===== config.mk =====
export PLATFORM = sky130hd
export DESIGN_NAME = csa_serial_accum_flat
export DESIGN_NICKNAME = d
export VERILOG_FILES = /design/src/rtl/csa_serial_accum_pkg.sv /design/src/rtl/csa_serial_accum_if.sv /design/src/rtl/csa_serial_accum_3to2.sv /design/src/rtl/csa_serial_accum.sv /design/src/flat_wrapper.sv
export SDC_FILE = /design/constraint.sdc
export NUM_CORES = 1
export LEC_CHECK = 0
export ABC_AREA = 1
export ABC_CLOCK_PERIOD_IN_PS = 1700
export CAP_MARGIN = 0
export CORE_MARGIN = 4
export CORE_UTILIZATION = 52
export DETAILED_ROUTE_END_ITERATION = 7
export PLACE_DENSITY = 0.78
export SYNTH_ARGS = -nofsm -noshare
export SYNTH_HDL_FRONTEND = slang
export SYNTH_SLANG_ARGS = --single-unit

===== constraint.sdc =====
create_clock -name clk -period 1.7 [get_ports clk]
set_clock_uncertainty 0.1 [all_clocks]
set_input_delay 0.17 -clock clk [delete_from_list [all_inputs] [get_ports clk]]
set_output_delay 0.17 -clock clk [all_outputs]
set_load 0.01 [all_outputs]

===== src/rtl/csa_serial_accum_pkg.sv =====
// Shared constants and state encoding for the byte-serial carry-save accumulator.
// The default sizes keep N_OPS*(2^DATA_W-1) inside SUM_W, so carries never fall off the top.
package csa_pkg;
    localparam int CSA_DATA_W = 8;
    localparam int CSA_SUM_W  = 18;
    localparam int CSA_N_OPS  = 10;

    typedef enum logic [1:0] {
        ACCUM   = 2'd0,
        RESOLVE = 2'd1,
        DONE    = 2'd2
    } state_t;

    function automatic int cnt_width(input int n_ops);
        return $clog2(n_ops + 1);
    endfunction
endpackage


===== src/rtl/csa_serial_accum_if.sv =====
// Operand-in / result-out handshake bundle for csa_serial_accum.
// The slave side is the accumulator; the master side is the source plus the consumer.
interface csa_serial_accum_if
    import csa_pkg::*;
#(
    parameter int DATA_W = CSA_DATA_W,
    parameter int SUM_W  = CSA_SUM_W,
    parameter int N_OPS  = CSA_N_OPS,
    parameter int CNT_W  = cnt_width(N_OPS)
);
    logic              in_valid;
    logic              in_ready;
    logic [DATA_W-1:0] in_data;
    logic              out_valid;
    logic              out_ready;
    logic [SUM_W-1:0]  out_sum;
    logic [CNT_W-1:0]  op_count;

    modport slave (
        input  in_valid, in_data, out_ready,
        output in_ready, out_valid, out_sum, op_count
    );

    modport master (
        output in_valid, in_data, out_ready,
        input  in_ready, out_valid, out_sum, op_count
    );
endinterface


===== src/rtl/csa_serial_accum_3to2.sv =====
// Bitwise 3:2 compressor: sum is the XOR, carry is the majority shifted up one place.
// The bit shifted out of the top is dropped; the width rule guarantees it is zero.
module csa_3to2 #(
    parameter int W = 18
) (
    input  logic [W-1:0] a,
    input  logic [W-1:0] b,
    input  logic [W-1:0] x,
    output logic [W-1:0] sum,
    output logic [W-1:0] carry
);
    logic [W-1:0] maj;

    assign sum   = a ^ b ^ x;
    assign maj   = (a & b) | (a & x) | (b & x);
    assign carry = {maj[W-2:0], 1'b0};
endmodule


===== src/rtl/csa_serial_accum.sv =====
// Folds one byte per handshake into a redundant sum/carry pair, then spends one
// cycle on a carry-propagate add and holds the total until the consumer takes it.
module csa_serial_accum
    import csa_pkg::*;
#(
    parameter int N_OPS  = CSA_N_OPS,
    parameter int DATA_W = CSA_DATA_W,
    parameter int SUM_W  = CSA_SUM_W,
    parameter int CNT_W  = cnt_width(N_OPS)
) (
    input  logic              clk,
    input  logic              rst_n,
    csa_serial_accum_if.slave bus
);
    state_t             state;
    logic [SUM_W-1:0]   s_reg;
    logic [SUM_W-1:0]   c_reg;
    logic [SUM_W-1:0]   s_nxt;
    logic [SUM_W-1:0]   c_nxt;
    logic [SUM_W-1:0]   sum_reg;
    logic [CNT_W-1:0]   cnt;
    logic               in_ready_reg;
    logic               out_valid_reg;
    logic               accept;

    assign accept = bus.in_valid && in_ready_reg;

    csa_3to2 #(.W(SUM_W)) u_csa (
        .a     (s_reg),
        .b     (c_reg),
        .x     (SUM_W'(bus.in_data)),
        .sum   (s_nxt),
        .carry (c_nxt)
    );

    // in_ready/out_valid are registered alongside the state so they change
    // on exactly the edges that move the FSM.
    always_ff @(posedge clk or negedge rst_n) begin
        if (!rst_n) begin
            state         <= ACCUM;
            s_reg         <= '0;
            c_reg         <= '0;
            sum_reg       <= '0;
            cnt           <= '0;
            in_ready_reg  <= 1'b1;
            out_valid_reg <= 1'b0;
        end else begin
            case (state)
                ACCUM: begin
                    if (accept) begin
                        s_reg <= s_nxt;
                        c_reg <= c_nxt;
                        cnt   <= cnt + 1'b1;
                        if (cnt == CNT_W'(N_OPS - 1)) begin
                            state        <= RESOLVE;
                            in_ready_reg <= 1'b0;
                        end
                    end
                end
                RESOLVE: begin
                    sum_reg       <= s_reg + c_reg;
                    s_reg         <= '0;
                    c_reg         <= '0;
                    out_valid_reg <= 1'b1;
                    state         <= DONE;
                end
                DONE: begin
                    if (bus.out_ready) begin
                        out_valid_reg <= 1'b0;
                        in_ready_reg  <= 1'b1;
                        cnt           <= '0;
                        state         <= ACCUM;
                    end
                end
                default: begin
                    state         <= ACCUM;
                    in_ready_reg  <= 1'b1;
                    out_valid_reg <= 1'b0;
                end
            endcase
        end
    end

    assign bus.in_ready  = in_ready_reg;
    assign bus.out_valid = out_valid_reg;
    assign bus.out_sum   = sum_reg;
    assign bus.op_count  = cnt;
endmodule


===== src/flat_wrapper.sv =====
// flat-port wrapper written by rule: the top's interface ports become plain ports
module csa_serial_accum_flat import csa_pkg::*;
#(
    parameter int N_OPS  = CSA_N_OPS,
    parameter int DATA_W = CSA_DATA_W,
    parameter int SUM_W  = CSA_SUM_W,
    parameter int CNT_W  = cnt_width(N_OPS)
)
  (clk, rst_n, bus_in_valid, bus_in_data, bus_out_ready, bus_in_ready, bus_out_valid, bus_out_sum, bus_op_count);
  csa_serial_accum_if #(.DATA_W(DATA_W), .SUM_W(SUM_W), .N_OPS(N_OPS), .CNT_W(CNT_W)) bus_i ();
  input  logic clk;
  input  logic rst_n;
  input wire logic [$bits(bus_i.in_valid)-1:0] bus_in_valid;
  input wire logic [$bits(bus_i.in_data)-1:0] bus_in_data;
  input wire logic [$bits(bus_i.out_ready)-1:0] bus_out_ready;
  output wire logic [$bits(bus_i.in_ready)-1:0] bus_in_ready;
  output wire logic [$bits(bus_i.out_valid)-1:0] bus_out_valid;
  output wire logic [$bits(bus_i.out_sum)-1:0] bus_out_sum;
  output wire logic [$bits(bus_i.op_count)-1:0] bus_op_count;
  assign bus_i.in_valid = bus_in_valid;
  assign bus_i.in_data = bus_in_data;
  assign bus_i.out_ready = bus_out_ready;
  assign bus_in_ready = bus_i.in_ready;
  assign bus_out_valid = bus_i.out_valid;
  assign bus_out_sum = bus_i.out_sum;
  assign bus_op_count = bus_i.op_count;
  csa_serial_accum #(.N_OPS(N_OPS), .DATA_W(DATA_W), .SUM_W(SUM_W), .CNT_W(CNT_W)) u_core (.clk(clk), .rst_n(rst_n), .bus(bus_i));
endmodule

==> flow_metrics.env, run 1 <==
export IMPL_outcome="finished, violations left"
export IMPL_violations="setup timing"
export IMPL_synth_top_area_share_pct=41.9
export IMPL_drtPass1Iterations=5
export IMPL_cp_cell_sequence="ha_2 -> inv_2 -> fa_2 -> inv_2 -> nand2_4 -> nand2_4 -> nand3_4 -> nand2_4 -> nand2_2 -> nand2_1 -> nand2_1 -> nand3_1 -> nand2_1"
export IMPL_drive_gt1_share_pct=20.6
export IMPL_initial_core_util_pct=53.1
export IMPL_clkLatencyLatePin_ps=340
export IMPL_finalInstanceArea_um2=4710
export IMPL_area_delta_synth_final_pct=31.3
export IMPL_avgSynthCellArea_um2=7.80
export IMPL_post_route_util_pct=69.7
export IMPL_critPathLaunchType="flop"
export IMPL_diodes=0
export IMPL_final_hold_viol_count=0
export IMPL_ys_async_sr_fraction_pct=100
export IMPL_synth_adder_area_share_pct=11.1
export IMPL_place_area_um2=4220
export IMPL_worst_slew_pin_slew_ps=442
export IMPL_grt_pass1_wl_um=15100
export IMPL_cap_violations=0
export IMPL_die_h_um=91.1
export IMPL_finalPower_mw=7.58
export IMPL_end_kind="flop"
export IMPL_overflow=0
export IMPL_worstSetupPathType="flop to flop"
export IMPL_period_share_pct=108
export IMPL_crit_fanout=4
export IMPL_slew_violations=0
export IMPL_synth_top_family_by_area="simple AND/OR/NAND/NOR gates"
export IMPL_drc=0
export IMPL_synth_nets=499
export IMPL_via_per_inst=5.35
export IMPL_htreeDepth=3
export IMPL_synthesis_area_um2=3590
export IMPL_arrival_ps=1970
export IMPL_clockBufferDepth=2
export IMPL_synth_simple_area_share_pct=29.5
export IMPL_syn_inst=460
export IMPL_cts_made_buffers=9
export IMPL_clk_pin_slew_worst_paths_ps=70
export IMPL_hp_class="input port to async pin"
export IMPL_synth_edf_count=0
export IMPL_tns_ps=-718
export IMPL_grt_max_degree=62
export IMPL_power_leakage_nw=2.50
export IMPL_cpPeakStageDelay_ps=370
export IMPL_ys_flop_type="dfrtp_1"
export IMPL_synth_top_cell_by_area="dfrtp_1"
export IMPL_crit_slowest_cell="dfrtp_1"
export IMPL_die_area_um2=8290
export IMPL_synth_area_leaders="dfrtp_1, nand2_1, nand3_1"
export IMPL_root_buffer="clkbuf_8"
export IMPL_cts_sinks=61
export IMPL_synth_compound_area_share_pct=6.52
export IMPL_track_usage_pct=22.6
export IMPL_first_iter_violations=215
export IMPL_antenna_found_initial=0
export IMPL_yosysWarnings=0
export IMPL_rsz0062_at_grt="yes"
export IMPL_ys_seq_area_share_pct=42.6
export IMPL_cts_tree="yes"
export IMPL_path_buf_inv=2
export IMPL_synth_cell_types=28
export IMPL_routabilityCongestion=0.935
export IMPL_num_io_pins=36
export IMPL_wl_per_cell_um=14.5
export IMPL_multiInputGateArea_um2=1940
export IMPL_fin_ws_ps=-137
export IMPL_die_w_um=91.1
export IMPL_setup_violations=9
export IMPL_synthMuxAreaShare_pct=0
export IMPL_path_delay_family="simple AND/OR/NAND/NOR gates"
export IMPL_synth_xor_area_share_pct=1.22
export IMPL_p_per_area_nw_per_um2=1610
export IMPL_vias=3277
export IMPL_post_place_ws_ps=-176
export IMPL_port_buffers=35
export IMPL_place_detailed_hpwl_um=5820
export IMPL_worstPathRequired_ps=1830
export IMPL_routed_wl_um=8860
export IMPL_ff_latch_area_um2=1530
export IMPL_post_route_min_period_ps=1840
export IMPL_ys_ff_latch=61
export IMPL_fin_nets=567
export IMPL_coreArea_um2=6760
export IMPL_rows=30
export IMPL_grt_pass1_vias=3273
export IMPL_slew_headroom_pct=70.5
export IMPL_irDropWorstVdd_mv=0.976
export IMPL_fmax_mhz=544
export IMPL_drtAntennaViolNets=0
export IMPL_fillers=492
[worst reg2reg max path: cells and delay by family (launching register included)]
| family | cells | cell delay, ps |
|---|---|---|
| simple gates | 9 | 590 |
| fa+ha+maj | 2 | 540 |
| flops | 1 | 370 |
| buf+inv | 2 | 120 |
[cells by family (layout without fill, tap and decap cells)]
group / count (synthesis) / count (layout)
and+or+nand+nor: 242 / 242
buffers and inverters: 80 / 153
DFF: 61 / 61
AOI/OAI and AO/OA: 45 / 45
adders and majority gates: 27 / 27
xor gates and xnor gates: 5 / 5
[cell usage in the layout, fill, tap and decap left out, types with 6 or more instances in the layout]
cell	count
nand2_1	144
dfrtp_1	60
inv_1	57
nand3_1	49
clkdlybuf4s50_1	33
buf_4	32
o21ai_0	20
nor2_1	15
nand2_2	14
clkbuf_8	13
inv_2	9
a21oi_1	9
ha_1	8
fa_1	7
ha_4	6
[power breakdown]
part           internal, mW  total, mW  switching (mW)
registers              1.87       2.21           0.341
logic                  1.76       3.82            2.07
clock network         0.983       1.55           0.563
total                  4.61       7.58            2.97
[Yosys cell counts (2+ instances only)]
master      n
fa_1        8
nor3_2      4
nor2_1     15
nand2_1   158
xor2_1      2
inv_1      59
o21ai_1     2
dfrtp_1    60
o21ai_0    24
buf_2       9
buf_4       2
nand3_1    53
nand2_2     5
nand3_2     2
a21oi_1    13
clkbuf_1    2
o22ai_1     5
ha_1       19
inv_2       7
xnor2_1     3
[path summary, 6_finish.rpt]
path	from	depth (start not counted)	endpoint	slack, ps
max	u_core.c_reg[1]$_DFFE_PN0P_	13	u_core.bus.out_sum[13]$_DFFE_PN0P_	-140
min	rst_n	3	u_core.c_reg[17]$_DFFE_PN0P_	270
max reg2reg	u_core.c_reg[1]$_DFFE_PN0P_	13	u_core.bus.out_sum[13]$_DFFE_PN0P_	-140
min reg2reg	u_core.bus.out_sum[12]$_DFFE_PN0P_	2	u_core.bus.out_sum[12]$_DFFE_PN0P_	370
max in group asynchronous	rst_n	3	u_core.bus.in_ready$_DFFE_PN1P_	930
min in group clk	u_core.bus.out_sum[12]$_DFFE_PN0P_	2	u_core.bus.out_sum[12]$_DFFE_PN0P_	370
[area by class of cell]
type / instances / area share (%)
Tap cell: 80 / 2.12
Sequential cell: 61 / 32.4
Multi-Input combinational cell: 319 / 41.1
Clock inverter: 3 / 1.38
Inverter: 66 / 5.26
Clock buffer: 13 / 3.80
Timing Repair Buffer: 71 / 13.9
[metal layers]
metal | vias up | track usage, % | wire length, um
met5 | - | 0 | 0
met4 | 0 | 8.67 | 191
met3 | 19 | 4.06 | 481
met2 | 106 | 37.0 | 4250
met1 | 1570 | 30.0 | 3940
li1 | 1582 | - | -
[through the flow]
step | instances | hold slack (ps)
CTS | 611 | 268
global placement | 591 | 102
finish | 613 | 270
global route | 613 | 289
detailed placement | 591 | 105
floorplan | 460 | -226
[repair_timing]
item	in CTS	in global routing
hold buffers	1	0
setup endpoints to repair	11	14
buffers inserted	3	3
gates resized for setup	24	21
pin swaps	10	8
hold endpoints to repair	60	0
(Power assumes the default switching activity.)
==> run 2: changes to the inputs <==
ABC_CLOCK_PERIOD_IN_PS = unset   (was 1700)
clock period = 1.6 ns   (was 1.7 ns; I/O delays follow)
==> run 2 against run 1 <==
The flow still finishes with violations (setup timing). Critical endpoint unchanged. Die area is the same. Via count grew 0.61%. Non-clock buffer count grew 18. Largest cell class unchanged. Highest routed layer unchanged. Largest power group unchanged. Critical path depth is the same.
==> flow_metrics.env, run 2 (synthesized netlist as in run 1, its figures left out) <==
export IMPL_hold_slack_ps=253
export IMPL_fmax_mhz=564
export IMPL_final_cell_count_no_fill=631
export IMPL_fin_ws_ps=-174
export IMPL_routabilityCongestion=0.917
export IMPL_area_delta_synth_final_pct=37.9
export IMPL_path_delay_family="simple AND/OR/NAND/NOR gates"
export IMPL_num_io_pins=36
export IMPL_use_met3_pct=4.39
export IMPL_grt_util_met2_pct=35.6
export IMPL_period_share_pct=111
export IMPL_first_iter_violations=169
export IMPL_cpPeakStageDelay_ps=350
export IMPL_final_hold_viol_count=0
export IMPL_port_buffers=35
export IMPL_startpoint="u_core.s_reg[1]$_DFFE_PN0P_"
export IMPL_critPathLaunchType="flop"
export IMPL_tns_ps=-1200
export IMPL_end_kind="flop"
export IMPL_vias=3297
export IMPL_worst_slew_pin_slew_ps=332
export IMPL_clk_pin_slew_worst_paths_ps=70
export IMPL_grt_pass1_wl_um=14800
export IMPL_diodes=0
export IMPL_crit_fanout=4
export IMPL_slew_violations=0
export IMPL_coreArea_um2=6760
export IMPL_htreeDepth=3
export IMPL_overflow=0
export IMPL_wl_per_cell_um=14.0
export IMPL_finalInstanceArea_um2=4950
export IMPL_drtPass1Iterations=6
export IMPL_drive_gt1_share_pct=26.3
export IMPL_post_place_ws_ps=-171
export IMPL_clkLatencyLatePin_ps=350
export IMPL_routed_wl_um=8860
export IMPL_fin_nets=585
export IMPL_rsz0062_at_grt="yes"
export IMPL_rr_startpoint="u_core.s_reg[1]$_DFFE_PN0P_"
export IMPL_setup_violations=12
export IMPL_via_per_inst=5.23
export IMPL_top_usage_layer="met2"
export IMPL_worstPathRequired_ps=1750
export IMPL_cts_made_buffers=9
export IMPL_crit_slowest_cell="dfrtp_1"
export IMPL_irDropWorstVdd_mv=1.15
export IMPL_die_w_um=91.1
export IMPL_place_inst=601
export IMPL_drtAntennaViolNets=0
export IMPL_cts_tree="yes"
export IMPL_finalPower_mw=8.32
export IMPL_root_buffer="clkbuf_8"
export IMPL_path_buf_inv=2
export IMPL_outcome="finished, violations left"
export IMPL_cap_violations=0
export IMPL_clockBufferDepth=2
export IMPL_post_route_util_pct=73.2
export IMPL_arrival_ps=1920
export IMPL_die_area_um2=8290
export IMPL_worstSetupPathType="flop to flop"
export IMPL_use_met1_pct=29.8
export IMPL_final_cell_mix="nand2_1, dfrtp_1, inv_1"
export IMPL_antenna_found_initial=0
export IMPL_place_detailed_hpwl_um=5910
export IMPL_violations="setup timing"
export IMPL_grt_max_degree=62
export IMPL_initial_core_util_pct=53.1
export IMPL_cp_cell_sequence="ha_2 -> inv_2 -> fa_2 -> inv_2 -> nand2_2 -> nand2_2 -> nand3_2 -> nand2_4 -> nand2_2 -> nand2_1 -> nand2_1 -> nand3_1 -> nand2_1"
export IMPL_slew_headroom_pct=77.8
export IMPL_rows=30
export IMPL_drc=0
export IMPL_track_usage_pct=22.2
export IMPL_die_h_um=91.1
export IMPL_post_route_min_period_ps=1770
export IMPL_layout_commonest_cell="nand2_1"
export IMPL_cts_sinks=61
export IMPL_p_per_area_nw_per_um2=1680
export IMPL_power_leakage_nw=2.61
export IMPL_grt_pass1_vias=3200
export IMPL_hp_class="input port to async pin"
export IMPL_place_area_um2=4320
[run 2: cell types whose count changed in the layout (fill, tap and decap cells not counted), moves of 3 or more]
cell	delta
ha_4	+7
ha_1	-3
nand2_2	+13
nand2_1	-11
ha_2	-4
buf_4	+17
[run 2: cell type report]
type	count	area (um2)
timing repair buffer	89	807
tap	80	100
multi-input combinational	319	2050
inverter	66	248
sequential	61	1530
fill	455	1810
clock inverter	3	42.5
clock buffer	13	169
[run 2: per-layer routing]
metal  part of all wire (%)  vias to the layer above
li1                       -                     1628
met1                     47                     1577
met2                     47                       74
met3                    3.7                       18
met4                    1.8                        0
met5                      0                        -
[run 2: timing repair]
| item | in CTS | in global routing |
|---|---|---|
| hold buffers | 1 | 0 |
| buffers inserted | 5 | 9 |
| resized for setup | 33 | 26 |
| hold endpoints to repair | 60 | 0 |
| setup endpoints to repair | 15 | 17 |
| pin swaps | 5 | 16 |
[run 2: worst register-to-register path, stage by stage (launching register included)]
cell	delay, ps
dfrtp_1	350
ha_2	190
inv_2	40
fa_2	330
inv_2	70
nand2_2	60
nand2_2	70
nand3_2	80
nand2_4	110
nand2_2	60
nand2_1	50
nand2_1	50
nand3_1	70
nand2_1	50
[run 2: worst paths after layout]
check	endpoint	slack, ps	depth (start not counted)
max	u_core.bus.out_sum[13]$_DFFE_PN0P_	-170	13
min	u_core.s_reg[12]$_DFFE_PN0P_	250	3
max reg2reg	u_core.bus.out_sum[13]$_DFFE_PN0P_	-170	13
min reg2reg	u_core.bus.out_sum[7]$_DFFE_PN0P_	390	2
max in group asynchronous	u_core.bus.in_ready$_DFFE_PN1P_	840	3
min in group clk	u_core.bus.out_sum[7]$_DFFE_PN0P_	390	2
[run 2: report_power, final]
group	switching [mW]	internal, mW	total [mW]	leakage, nW
combinational	2.26	2.24	4.50	1.70
clock	0.624	0.845	1.47	0.106
sequential	0.365	1.99	2.35	0.803
==> run 3: changes to the inputs <==
CTS_BUF_LIST = sky130_fd_sc_hd__clkbuf_16   (was unset)
==> run 3 against run 2 <==
The run still ends with setup timing left. Cell count decreased by 0.16%. Via count increased by 3.2%. Sequential share of layout area decreased by 0.38 points. Non-clock buffer count decreased by 1. Register-to-register slack about the same. Combinational power about the same. First-iteration DRC count increased by 56%. Fmax decreased by 0.43%. Largest cell class unchanged.
==> flow_metrics.env, run 3 (synthesized netlist as in run 1, its figures left out) <==
export IMPL_startpoint="u_core.c_reg[1]$_DFFE_PN0P_"
export IMPL_post_route_min_period_ps=1780
export IMPL_grt_pass1_vias=3334
export IMPL_fmax_mhz=561
export IMPL_drtAntennaViolNets=0
export IMPL_fin_ws_ps=-182
export IMPL_irDropWorstVdd_mv=1.01
export IMPL_routed_wl_um=9390
export IMPL_layout_commonest_cell="nand2_1"
export IMPL_slew_headroom_pct=77.9
export IMPL_rsz0062_at_grt="yes"
export IMPL_root_buffer="clkbuf_16"
export IMPL_post_place_ws_ps=-171
export IMPL_reg2reg_depth=13
export IMPL_drive_gt1_share_pct=25.1
export IMPL_cts_tree="yes"
export IMPL_track_usage_pct=23.2
export IMPL_via_per_inst=5.40
export IMPL_drc=0
export IMPL_arrival_ps=1910
export IMPL_outcome="finished, violations left"
export IMPL_worst_slew_pin_slew_ps=331
export IMPL_rr_startpoint="u_core.c_reg[1]$_DFFE_PN0P_"
export IMPL_die_w_um=91.1
export IMPL_end_kind="flop"
export IMPL_initial_core_util_pct=53.1
export IMPL_final_cell_mix="nand2_1, dfrtp_1, inv_1"
export IMPL_p_per_area_nw_per_um2=1750
export IMPL_clockBufferDepth=2
export IMPL_hp_class="input port to async pin"
export IMPL_first_iter_violations=263
export IMPL_fin_nets=584
export IMPL_place_detailed_hpwl_um=5910
export IMPL_worstSetupPathType="flop to flop"
export IMPL_finalPower_mw=8.77
export IMPL_slew_violations=0
export IMPL_power_leakage_nw=2.65
export IMPL_place_inst=601
export IMPL_final_cell_count_no_fill=630
export IMPL_grt_max_degree=62
export IMPL_die_area_um2=8290
export IMPL_crit_fanout=4
export IMPL_die_h_um=91.1
export IMPL_grt_pass1_wl_um=15500
export IMPL_cts_sinks=61
export IMPL_setup_violations=13
export IMPL_area_delta_synth_final_pct=39.7
export IMPL_clkLatencyLatePin_ps=330
export IMPL_wl_per_cell_um=14.9
export IMPL_antenna_found_initial=0
export IMPL_htreeDepth=3
export IMPL_violations="setup timing"
export IMPL_num_io_pins=36
export IMPL_final_hold_viol_count=0
export IMPL_period_share_pct=111
export IMPL_diodes=0
export IMPL_worstPathRequired_ps=1730
export IMPL_coreArea_um2=6760
export IMPL_overflow=0
export IMPL_cts_made_buffers=9
export IMPL_port_buffers=35
export IMPL_vias=3401
export IMPL_cap_violations=0
export IMPL_drtPass1Iterations=5
export IMPL_critPathLaunchType="flop"
export IMPL_routabilityCongestion=0.917
export IMPL_rows=30
export IMPL_clk_pin_slew_worst_paths_ps=60
## run 3: power by group
part | switching, mW | internal, mW
registers | 0.386 | 1.99
logic | 2.28 | 2.24
clock network | 0.689 | 1.18
## run 3: final timing paths
check	end	slack [ps]
hold / removal	u_core.s_reg[11]$_DFFE_PN0P_	280
min in group clk	u_core.bus.out_sum[4]$_DFFE_PN0P_	380
hold reg to reg	u_core.bus.out_sum[4]$_DFFE_PN0P_	380
setup / recovery	u_core.bus.out_sum[13]$_DFFE_PN0P_	-180
max in group asynchronous	u_core.bus.in_ready$_DFFE_PN1P_	820
setup reg to reg	u_core.bus.out_sum[13]$_DFFE_PN0P_	-180
## run 3: timing repair
item	CTS	global route
endpoints found under the hold margin	60	0
setup endpoints to repair	14	17
resized for setup	33	25
setup buffers	4	9
pin swaps	6	16
hold buffers	1	0
## run 3: stage by stage
step / cell area (um2) / hold slack (ps) / utilization [%] / setup TNS [ps]
3_5_place_dp: 4320 / 98.1 / 63.9 / -1270
2_1_floorplan: 3600 / -236 / - / -356
5_1_grt: 5010 / 327 / 74.2 / -2680
4_1_cts: 4860 / 287 / 71.9 / -775
3_3_place_gp: 4320 / 96.7 / 63.9 / -742
6_report: 5010 / 277 / 74.2 / -1320
## run 3: cell type report
| cell class | instances | area, um2 |
|---|---|---|
| multi-input cells | 319 | 2050 |
| repair buffers | 88 | 801 |
| clock buffers | 9 | 225 |
| fillers | 456 | 1740 |
| inverters | 66 | 248 |
| flip-flops and latches | 61 | 1530 |
| clock inverters | 7 | 57.6 |
| well taps | 80 | 100 |
## run 3: critical path, cell delays in order (launching register included)
cell and delay, ps:
dfrtp_1 350, ha_2 190, inv_2 40, fa_2 330, inv_2 70, nand2_2 60
nand2_2 80, nand3_2 80, nand2_4 90, nand2_2 60, nand2_1 60, nand2_1 50
nand3_1 70, nand2_1 50
## run 3: metal layers
layer / part of all wire [%] / vias up / global-route usage (%)
met1: 43 / 1645 / 29.9
li1: - / 1627 / -
met3: 4.7 / 19 / 3.89
met2: 50 / 110 / 37.1
met4: 2.2 / 0 / 12.7
met5: 0 / - / 0
==> RTL edit 1, RTL diff (flow settings as in run 2) <==
Reset style: synchronous (`rst_n`), changed in one clocked block.
--- a/src/rtl/csa_serial_accum.sv
+++ b/src/rtl/csa_serial_accum.sv
@@ -35,7 +35,7 @@
 
     // in_ready/out_valid are registered alongside the state so they change
     // on exactly the edges that move the FSM.
-    always_ff @(posedge clk or negedge rst_n) begin
+    always_ff @(posedge clk) begin
         if (!rst_n) begin
             state         <= ACCUM;
             s_reg         <= '0;
Function: differs if rst_n is asserted again (counterexample within 4 cycles, from zero or initial values and one cycle with rst_n low); with rst_n held inactive, the same outputs for 10 cycles.
==> RTL edit 1 against run 2 <==
The run still ends with setup timing left. Utilization barely moved. Via count up 1.6%. Area after synthesis down 4.7%. Sequential cell count is the same. Cell area down 6.0%. Worst setup slack improved by 0.036 ns. Wire length increased by 7.9%. Critical endpoint is now u_core.bus.out_sum[11]. Highest routed layer unchanged.
Power is not compared: it rests on default switching activity, and its combinational part moved more than twofold at a synthesized area within 25%.
==> RTL edit 1: results (changes against run 2) <==
run status: finished, violations left
violated checks: setup timing
reg2reg start: u_core.s_reg[1]
register area: 1237 um^2 (-19%)
top_reg_cell synth: dfxtp_1
Seq/Total Area, Yosys: 35.74% (-6.9 points)
total power: 3.450 mW
largest net degree at the start of global routing: 31 (-50%)
Clock-cell share: 4.358% (+0.083 points)
multi-input gates: 346 (+8.5%)
adder-cell share of the synthesized area: 11.64% (+0.55 points)
worst min path class: flop to flop
XOR/XNOR Fraction of Synth Area: 0.5126% (-0.71 points)
Slowest-stage cell, CP: dfxtp_2
Die ar.: 7932 um^2 (-4.3%)
Vias: 3351 (+1.6%)
Worst Path Max Fanout: 4 (unchanged)
Rel. slew slack: 78.29% (+0.45 points)
Final HPWL DP: 6.214 mm (+5.2%)
fraction of area in multi-input gates: 46.30% (+4.8 points)
global-route wire length before repair: 15.76 mm (+6.3%)
fillers: 474 (+4.2%)
DRT Pass-1 Iters: 5 (-1)
post_cts resized: 35 (+6.1%)
nets@finish: 602 (+2.9%)
worst-case reg-to-reg path depth: 12 (-1)
Final setup viols: 9 (-3)
Post-synth top cells: nand2_1, dfxtp_1, inv_1, nand3_1, a21oi_1
Synthesized Nets: 527 (+5.6%)
Synth Area in Compound Gates: 10.03% (+3.5 points)
setup TNS: -0.6682 ns (+0.5312 ns)
final wirelength: 9.561 mm (+7.9%)
gr usage total: 25.77% (+3.6 points)
Inserted Clock Buffers: 9 (unchanged)
Initial DRC Count: 200 (+18%)
fraction of registers with async set/reset: 0% (-100 points)
share of layout cells above drive strength 1: 24.12% (-2.2 points)
Non-Clock Buffer Count: 81 (-9.0%)
ranking of synthesized cells by area: dfxtp_1, nand2_1, nand3_1, ha_1, a21oi_1
fraction of synthesized area in multiplexers: 0% (unchanged)
setup ws final: -0.1382 ns (+0.03608 ns)
ANT cells: 0 (unchanged)
number of distinct library cells after synthesis: 34 (+21%)
post-CTS repair timing setup buffer count: 2 (-3)
RD Place Congestion: 0.8739 (-4.7%)
Reg clk slew, reported paths: 0.07 ns (about the same)
NonClk Buf Share: 15.50% (-0.82 points)
crit path DAT: 1.89 ns (-0.03 ns)
Area after DPL: 4140 um^2 (-4.1%)
vias in the first global route: 3454 (+7.9%)
RTL edit 1: cell types whose count changed in the layout (fill, tap and decap cells not counted), sizes merged, moves of 15 or more:
cell | before | now
a21oi | 13 | 48
nor2 | 16 | 40
o21ai | 26 | 7
dfrtp | 60 | 0
nand2 | 163 | 148
dfxtp | 0 | 61
RTL edit 1: per-stage QoR:
step	instances	setup WS, ns	hold WS, ns
2_1_floorplan	488	-0.0001404	0.1775
3_3_place_gp	626	-0.09874	0.3399
3_5_place_dp	626	-0.1752	0.3380
4_1_cts	644	-0.07951	0.3536
5_1_grt	645	-0.1915	0.3837
6_report	645	-0.1382	0.3485
RTL edit 1: per-layer routing:
| metal | global-route usage, % | wire (um) |
|---|---|---|
| met5 | 0 | 0 |
| met3 | 6.912 | 332 |
| met2 | 46.22 | 5070 |
| met1 | 28.49 | 3839 |
| met4 | 11.37 | 318 |
==> RTL edit 2, RTL diff (config.mk and constraints of run 2) <==
Without the edit above. `CSA_DATA_W`: 8 -> 6.
--- a/src/rtl/csa_serial_accum_pkg.sv
+++ b/src/rtl/csa_serial_accum_pkg.sv
@@ -1,7 +1,7 @@
 // Shared constants and state encoding for the byte-serial carry-save accumulator.
 // The default sizes keep N_OPS*(2^DATA_W-1) inside SUM_W, so carries never fall off the top.
 package csa_pkg;
-    localparam int CSA_DATA_W = 8;
+    localparam int CSA_DATA_W = 6;
     localparam int CSA_SUM_W  = 18;
     localparam int CSA_N_OPS  = 10;
 
Ports: changed (resized bus_in_data); port bits go from 36 to 34. No check against the original RTL was run, so the function may have changed too.
==> RTL edit 2 against run 2 <==
The flow still finishes with violations (setup timing). Synthesized cell count shrank 1.7%. Largest power group unchanged. Cell area shrank 0.35%. Sequential share of layout area grew 0.14 points. Total power shrank 6.4%. Worst setup slack lost 0.071 ns. Maximum frequency shrank 3.9%. Critical path depth shrank 1. Critical endpoint is now u_core.bus.out_sum[15]. Wire length grew 17%. Area after synthesis shrank 2.0%. Sequential cell count is the same.
==> RTL edit 2: results (changes against run 2) <==
reg2reg start: u_core.s_reg[1]
clk root buf: clkbuf_8
setup TNS: -1.944 ns (-0.7445 ns)
initial antenna violation count: 0 (unchanged)
DRT Pass-1 Iters: 5 (-1)
worst slack, placed: -0.2339 ns (-0.06279 ns)
Synthesized Nets: 487 (-2.4%)
vias in the first global route: 3367 (+5.2%)
fraction of registers with async set/reset: 100.0% (unchanged)
worst-case reg-to-reg path depth: 12 (-1)
global-route wire length before repair: 15.50 mm (+4.6%)
Int Pwr: 4.773 mW (-6.0%)
worst vdd ir: 1.204 mV (+4.5%)
WL per Instance: 16.74 um (+19%)
Vias: 3466 (+5.1%)
Reg clk slew, reported paths: 0.07 ns (about the same)
input/output buffers: 33 (-5.7%)
Final HPWL DP: 5.593 mm (-5.3%)
gr usage total: 23.23% (+1.0 points)
Pleak: 2.573 nW (-1.3%)
crit path DAT: 1.98 ns (+0.06 ns)
ranking of synthesized cells by area: dfrtp_1, nand2_1, nand3_1, inv_1, ha_1
number of distinct library cells after synthesis: 26 (-7.1%)
Initial DRC Count: 273 (+62%)
violated checks: setup timing
Final setup viols: 13 (+1)
Inserted Clock Buffers: 9 (unchanged)
clk_lat worst skew: 0.34 ns
Area after DPL: 4172 um^2 (-3.4%)
H-tree levels: 3 (unchanged)
Critical R2R Capture: u_core.bus.out_sum[15]
RD Place Congestion: 0.9119 (-0.51%)
setup ws final: -0.2455 ns (-0.07122 ns)
largest net degree at the start of global routing: 62 (unchanged)
Worst Path Max Fanout: 3 (-1)
worst min path class: input port to async pin
Clock Tree Buf Depth: 2 (unchanged)
Post-synth top cells: nand2_1, inv_1, nand3_1, dfrtp_1, o21ai_0
run status: finished, violations left
Ys Warns: 0 (unchanged)
Rel. slew slack: 78.00% (+0.15 points)
share of layout cells above drive strength 1: 24.63% (-1.7 points)
ANT cells: 0 (unchanged)
Seq/Total Area, Yosys: 43.47% (+0.88 points)
nets@finish: 570 (-2.6%)
==> RTL edit 2: worst max path at each step <==
stage / startpoint / end / slack, ns / cells after the start
floorplan: u_core.c_reg[1] / u_core.bus.out_sum[13] / -0.15 / 13
global placement: u_core.s_reg[1] / u_core.bus.out_sum[17] / -0.16 / 13
detailed placement: u_core.s_reg[1] / u_core.bus.out_sum[17] / -0.23 / 13
CTS: u_core.s_reg[1] / u_core.bus.out_sum[17] / -0.15 / 13
global route: u_core.s_reg[1] / u_core.bus.out_sum[15] / -0.33 / 12
finish: u_core.s_reg[1] / u_core.bus.out_sum[15] / -0.25 / 12
==> RTL edit 2: kinds of logic after synthesis <==
logic type,synth area share (%)
AOI/OAI and AO/OA,8.722
xor gates and xnor gates,1.246
adders and majority gates,10.18
buffers and inverters,10.43
DFF,43.47
and+or+nand+nor,25.95
==> RTL edit 2: power groups by stage <==
stage          Combinational [mW]  Sequential (mW)  Clock (mW)
3_3_place_gp                 2.69             2.21           0
2_1_floorplan                1.54             2.30           0
3_5_place_dp                 2.76             2.23           0
6_report                     3.82             2.28        1.70
4_1_cts                      3.16             2.25        1.72
5_1_grt                      4.11             2.31        1.81
==> RTL edit 2: worst max-delay path, stage by stage (launching register included) <==
cell and delay, ns:
dfrtp_1 0.37, ha_2 0.22, inv_2 0.05, fa_2 0.33, inv_2 0.08, buf_4 0.13, nand2_4 0.06, nand3_4 0.10
nand2_2 0.08, nand2_2 0.08, nand2_1 0.04, nand3_1 0.06, nand2_1 0.05
==> RTL edit 2: per-layer routing <==
metal / global-route usage [%] / up-vias / wire, um
met2: 38.95 / 173 / 5151
met3: 5.426 / 42 / 674
met4: 9.311 / 0 / 352
met5: 0 / - / 0
li1: - / 1604 / -
met1: 28.94 / 1647 / 4151
==> RTL edit 2: through the flow <==
step	hold slack [ns]	cells
2_1_floorplan	-0.2356	452
3_3_place_gp	0.09027	584
3_5_place_dp	0.09362	584
4_1_cts	0.2604	608
5_1_grt	0.3126	617
6_report	0.2675	617
==> RTL edit 2: timing repair <==
item | 4_1_cts | 5_1_grt
resized for setup | 40 | 34
hold buffers | 1 | 0
endpoints found under the setup margin | 16 | 16
pin swaps | 11 | 15
endpoints found under the hold margin | 61 | 0
buffers inserted | 7 | 9
==> RTL edit 2: final cells by class <==
cell class                      count  area [um^2]
Clock buffer                       12        145.1
Tap cell                           77        96.34
Inverter                           75        284.0
Sequential cell                    61         1529
Clock inverter                      4        95.09
Multi-Input combinational cell    302         2007
Timing Repair Buffer               86        772.0
Fill cell                         414         1530
